<file path="config.mk">
export PLATFORM = sky130hd
export DESIGN_NAME = serial_adder
export DESIGN_NICKNAME = d
export VERILOG_FILES = /design/src/rtl/serial_adder.sv
export SDC_FILE = /design/constraint.sdc
export NUM_CORES = 1
export LEC_CHECK = 0
export CORE_UTILIZATION = 30
export CTS_CLUSTER_DIAMETER = 150
export DETAILED_ROUTE_END_ITERATION = 7
export GPL_ROUTABILITY_DRIVEN = 0
export HOLD_SLACK_MARGIN = 0.03
export PLACE_DENSITY = 0.59
export SLEW_MARGIN = 10
export SYNTH_ARGS = -nofsm -noshare
export SYNTH_HDL_FRONTEND = slang
export SYNTH_HIERARCHICAL = 1
export SYNTH_SLANG_ARGS = --single-unit
</file>
<file path="constraint.sdc">
create_clock -name clk -period 3.2 [get_ports clk]
set_input_delay 0.8 -clock clk [delete_from_list [all_inputs] [get_ports clk]]
set_output_delay 0.8 -clock clk [all_outputs]
set_load 0.005 [all_outputs]
</file>
<file path="src/rtl/serial_adder.sv">
// Bit-serial WIDTH-bit adder driving one full_adder cell, LSB first, carry registered between bits.
// Latency WIDTH+1 cycles start-to-done; start is ignored while busy, accepted back-to-back from DONE.
module full_adder (
  input  logic a,
  input  logic b,
  input  logic cin,
  output logic s,
  output logic cout
);
  assign s    = a ^ b ^ cin;
  assign cout = (a & b) | (a & cin) | (b & cin);
endmodule

module serial_adder #(
  parameter int WIDTH = 8
) (
  input  logic             clk,
  input  logic             reset_n,
  input  logic             start,
  input  logic [WIDTH-1:0] a,
  input  logic [WIDTH-1:0] b,
  input  logic             cin,
  output logic             busy,
  output logic             done,
  output logic [WIDTH-1:0] sum,
  output logic             cout
);
  localparam int CW = (WIDTH > 1) ? $clog2(WIDTH) : 1;

  typedef enum logic [1:0] {IDLE, ADD, DONE} state_t;

  state_t           state, state_nxt;
  logic [WIDTH-1:0] a_sh, b_sh, ps, ps_shift;
  logic [WIDTH-1:0] sum_q;
  logic             cout_q;
  logic             carry;
  logic [CW-1:0]    cnt;
  logic             fa_s, fa_co;
  logic             accept, last;

  full_adder u_fa (
    .a    (a_sh[0]),
    .b    (b_sh[0]),
    .cin  (carry),
    .s    (fa_s),
    .cout (fa_co)
  );

  // Sum bits enter from the MSB so bit 0 lands at index 0 after WIDTH shifts.
  generate
    if (WIDTH == 1) begin : g_ps1
      assign ps_shift = fa_s;
    end else begin : g_psn
      assign ps_shift = {fa_s, ps[WIDTH-1:1]};
    end
  endgenerate

  assign accept = start && (state != ADD);
  assign last   = (cnt == CW'(WIDTH - 1));

  always_comb begin
    state_nxt = state;
    case (state)
      IDLE:    if (accept) state_nxt = ADD;
      ADD:     if (last)   state_nxt = DONE;
      DONE:    state_nxt = accept ? ADD : IDLE;
      default: state_nxt = IDLE;
    endcase
  end

  always_ff @(posedge clk or negedge reset_n) begin
    if (!reset_n) begin
      state  <= IDLE;
      a_sh   <= '0;
      b_sh   <= '0;
      ps     <= '0;
      carry  <= 1'b0;
      cnt    <= '0;
      sum_q  <= '0;
      cout_q <= 1'b0;
    end else begin
      state <= state_nxt;
      if (accept) begin
        a_sh  <= a;
        b_sh  <= b;
        carry <= cin;
        cnt   <= '0;
        ps    <= '0;
      end else if (state == ADD) begin
        a_sh  <= a_sh >> 1;
        b_sh  <= b_sh >> 1;
        carry <= fa_co;
        ps    <= ps_shift;
        cnt   <= cnt + CW'(1);
        if (last) begin
          sum_q  <= ps_shift;
          cout_q <= fa_co;
        end
      end
    end
  end

  assign busy = (state == ADD);
  assign done = (state == DONE);
  assign sum  = sum_q;
  assign cout = cout_q;
endmodule
</file>
Word level (Yosys, flattened, before mapping). Cells that the tools add are included.

Register bits after elaboration: 39. Input port bits: 20. Output and inout bits: 11.

Add/sub/neg operators: 1. Equality and inequality tests: 6. Multiplexer cells: 14. Bitwise logic cells: 8. Reductions and logical operators: 5.

Operators with widths (number): 8-bit 2-to-1 mux (6); 3-bit 2-to-1 mux (2); 2-bit one-hot mux with 3 select lines (1); 2-bit 2-to-1 mux (2); 2-bit by 1-bit != test with 1-bit output, second input constant (2); 3-bit by 1-bit adder with 3-bit output, second input constant (1); 1-bit bitwise AND (3); 3-bit equality test, second input constant (1); 1-bit 2-to-1 mux (3); 3-bit AND reduction (1); 2-bit by 1-bit equality test with 1-bit output, second input constant (1); 2-bit equality test, second input constant (1); 2-bit zero test (1); 2-bit != test, second input constant (1); 1-bit bitwise OR (2); 2-bit AND reduction (1); 2-bit nonzero test (1); 1-bit bitwise XOR (2); 1-bit logical AND (1); 1-bit inverter (1).

Depth between registers and ports, before layout.
Depth after elaboration: 5. Mapped depth: 5. Mapped depth without buffers: 4.

Modules after synthesis. Netlist, hierarchy kept.

By module, submodules not included: serial_adder (times used 1, cells each 117, area each 1775.5 um^2); full_adder (times used 1, cells each 1, area each 20.0 um^2).

Worst setup path after synthesis. OpenSTA, ideal clock, no wires.

Path kind: input -> register. Start: input start. End: register a_sh[1]. Library setup time: 125 ps. Arrival time: 1587 ps. Data required time: 3075 ps. Path slack: 1488 ps. Cell stages on the path: 4. Buffers on the path: 2. Cells stage by stage: buf_6 > buf_12 > mux2_4 > mux2_4.

Word-level cells in the longest chain between the ends: 2. Elaborated cells between the ends (all ways): 3.

RTL lines: from (decl) (RTL line 19) `input logic start,`; 1-bit logical AND (*) (RTL line 58) `assign accept = start && (state != ADD);`; 8-bit 2-to-1 mux / 2-bit nonzero test (equally long branches); to (signal assigned) (RTL line 90) `a_sh <= a_sh >> 1;`; to (decl) (RTL line 33) `logic [WIDTH-1:0] a_sh, b_sh, ps, ps_shift;`.

Mark *: on every way between the ends. The rest lies on a longest branch, timed or not. A chain may end at the register's enable or synchronous reset.

Worst setup path after layout.
Start: register state[1]. End: output busy.

Word-level cells in the longest chain between the ends: 1.

RTL lines: from (decl) (RTL line 32) `state_t state, state_nxt;`; from (signal assigned) (RTL line 82) `state <= state_nxt;`; 2-bit by 1-bit equality test with 1-bit output (RTL line 103) `assign busy = (state == ADD);`; to (decl) (RTL line 23) `output logic busy,`.

No other way between the ends.

==> results.cfg <==
[status]
outcome = finished clean

[route]
detail_route.iter0.violations = 48
drt.antenna.violating_nets = 0
avgViaCountPerCell = 4.511
via_count = 997
first_pass_iteration_count_of_the_detailed_router = 4
post_detailed_route_drc_marker_count = 0
drt-wirelength-per-cell_um = 13.26
routed_wl_mm = 2.931

[sta]
slew_headroom_pct = 43.92
rsz_0062_raised_after_global_routing = false
clock_skew_ns = 0.004283
period_minus_slack_ns = 2.218
final-hold-violation-count = 0
post-route-period-util_pct = 69.33
timing.final.setup_violations = 0
report.final.slew_viol_count = 0
tns_setup_ns = 0
max_freq_mhz = 450.8
worst_slew_pin_slew_ns = 0.8412

[power]
power.share.switching_pct = 27.36
leakage_nw = 1.017
total_power_mw = 1.852
cell_internal_power_mw = 1.346
power_density_nw_per_um2 = 838.3
seqPwrFrac_pct = 43.5
netSwitchingPower_mw = 0.5067
ir_worst_vdd_mv = 0.2167
combPwrFrac_pct = 39.5
power.share.clock_pct = 17.0

[clock_network]
post_cts.resized_instances = 0
clk_transition_reported_paths_ns = 0.07
clock_tree_from_tritoncts = done
htree_levels = 2
holdBufCountCts = 0
clock_sink_count = 38
cts.repair_timing.setup_buffer_count = 0
clock-root-buffer = sky130_fd_sc_hd__clkbuf_8
numCtsBuffers = 5
clock_latency_ns = 0.28
cts_buffer_depth = 2

[layout]
final_layout_fill_cell_count = 538
finalNetCount = 173
layout_common_cells = sky130_fd_sc_hd__dfrtp_1, sky130_fd_sc_hd__mux2_2, sky130_fd_sc_hd__clkdlybuf4s50_1
share_of_final_layout_standard_cells_stronger_than_drive_strength_1_pct = 38.26
number_of_inserted_diodes = 0
area_delta_synth_final_pct = 23.07
commonest_non_fill_non_tap_cell_in_the_layout = sky130_fd_sc_hd__dfrtp_1

[floorplan]
die_width_um = 79.36
initial_core_util_pct = 31.83
placeableCoreArea_um2 = 5642
die_area_um2 = 6298
num_rows = 27
die_y_um = 79.36
floorplan.io_pins = 31

[yosys]
synthesis.area_per_instance_um2 = 15.22
synth.area.top_cells = sky130_fd_sc_hd__dfrtp_1, sky130_fd_sc_hd__mux2_2, sky130_fd_sc_hd__mux2_4, sky130_fd_sc_hd__nor2b_1, sky130_fd_sc_hd__buf_6
syn_nets = 141
syn-instance-count = 118
syn_area_um2 = 1795
yosysWarningCount = 6
synth.top_cell.area_share_pct = 52.96
postSynthRegisterBits = 38
ys_seq_area_share_pct = 52.96
synth_top_area_cell = sky130_fd_sc_hd__dfrtp_1
netlist-cell-type-count = 15

[grt]
global_route_wire_length_before_repair_mm = 5.106
grt_antenna_before_repair = 0
track_usage_pct = 10.86
grtUsageMet3_pct = 3.448
grt-ovfl-total = 0
global_route.peak_usage_layer = met2
grt_use_met2_pct = 17.16
grt_max_degree = 39
globalRouteMet1Util_pct = 13.49
grt_pass1_vias = 1088

[setup_path]
worst_setup_path_start_kind = flop
crit_required_ns = 2.40
crit_type = flop to output port
cp_max_fo = 3
worstSetupEndpointType = output port
cp.arrival_ns = 1.42

[placed_design]
io_buffer_count = 30
place_hpwl_mm = 1.955

[worst_hold_path]
hold_class = flop to flop

[flow_run]
timing.max_cap.violations = 0
logic make-up after synthesis:
logic type	after synthesis	synth area share (%)
flip-flops	38	52.96
AO/OA/AOI/OAI	1	0.3487
multiplexers	51	34.70
AND/OR/NAND/NOR	15	5.018
buffers and inverters	10	4.460
adder cells (fa/ha/maj)	3	2.509
layout make-up:
cell class / count / area [µm²] / share of cell area (%)
clock buffer: 6 / 82.58 / 3.737
inverter: 3 / 11.26 / 0.5096
multi-input combinational: 70 / 764.5 / 34.60
sequential: 38 / 950.9 / 43.04
tap: 72 / 90.09 / 4.077
timing repair buffer: 32 / 310.3 / 14.04
synth_stat cells, drive strengths merged:
master and count:
nand2b 2, mux2 48, dfrtp 38, nor2 2, buf 7, nor2b 10
mux2i 3, ha 2, nand3b 1, o22ai 1, fa 1, inv 3
per-stage QoR:
step	utilization (%)	area (µm²)	instances	setup WS, ns	hold WS, ns
finish	39.17	2210	221	0.9815	0.5040
global route	39.17	2210	221	0.8936	0.5205
CTS	39.17	2210	221	0.9543	0.5081
detailed placement	37.70	2127	215	0.8235	0.4921
global placement	37.70	2127	215	0.8487	0.4683
floorplan	-	1795	118	1.488	0.4528
flip-flops by register name, summed over array words and instances (netlist names):
signal	count
cout	1
ps	7
b_sh	8
cnt	3
sum	8
a_sh	8
state	2
carry	1
power by group through the flow:
stage / clock, mW / sequential [mW] / combinational (mW)
floorplan: 0 / 0.787 / 0.550
global placement: 0 / 0.806 / 0.719
detailed placement: 0 / 0.816 / 0.747
CTS: 0.329 / 0.808 / 0.750
global route: 0.348 / 0.837 / 0.805
finish: 0.315 / 0.806 / 0.731
path summary, 6_finish.rpt:
check | depth (start not counted) | slack, ns | end | startpoint
setup / recovery | 3 | 0.98 | busy | state[1]
hold / removal | 1 | 0.50 | cnt[0] | cnt[0]
setup reg to reg | 4 | 1.46 | sum[6] | cnt[0]
hold reg to reg | 1 | 0.50 | cnt[0] | cnt[0]
max in group asynchronous | 1 | 2.05 | carry | reset_n
min in group asynchronous | 1 | 0.62 | sum[2] | reset_n
per-layer routing:
layer | wire length, µm | vias to the layer above | share of wire [%]
met4 | 52 | 0 | 1.8
met3 | 161 | 5 | 5.5
met2 | 1363 | 28 | 47
li1 | - | 472 | -
met1 | 1354 | 492 | 46
met5 | 0 | - | 0
critical path, cell delays in order, from the launching register on:
cell	delay, ns
sky130_fd_sc_hd__dfrtp_1	0.38
sky130_fd_sc_hd__nand2b_1	0.16
sky130_fd_sc_hd__inv_1	0.10
sky130_fd_sc_hd__clkdlybuf4s50_1	0.51
(Power assumes the default switching activity.)
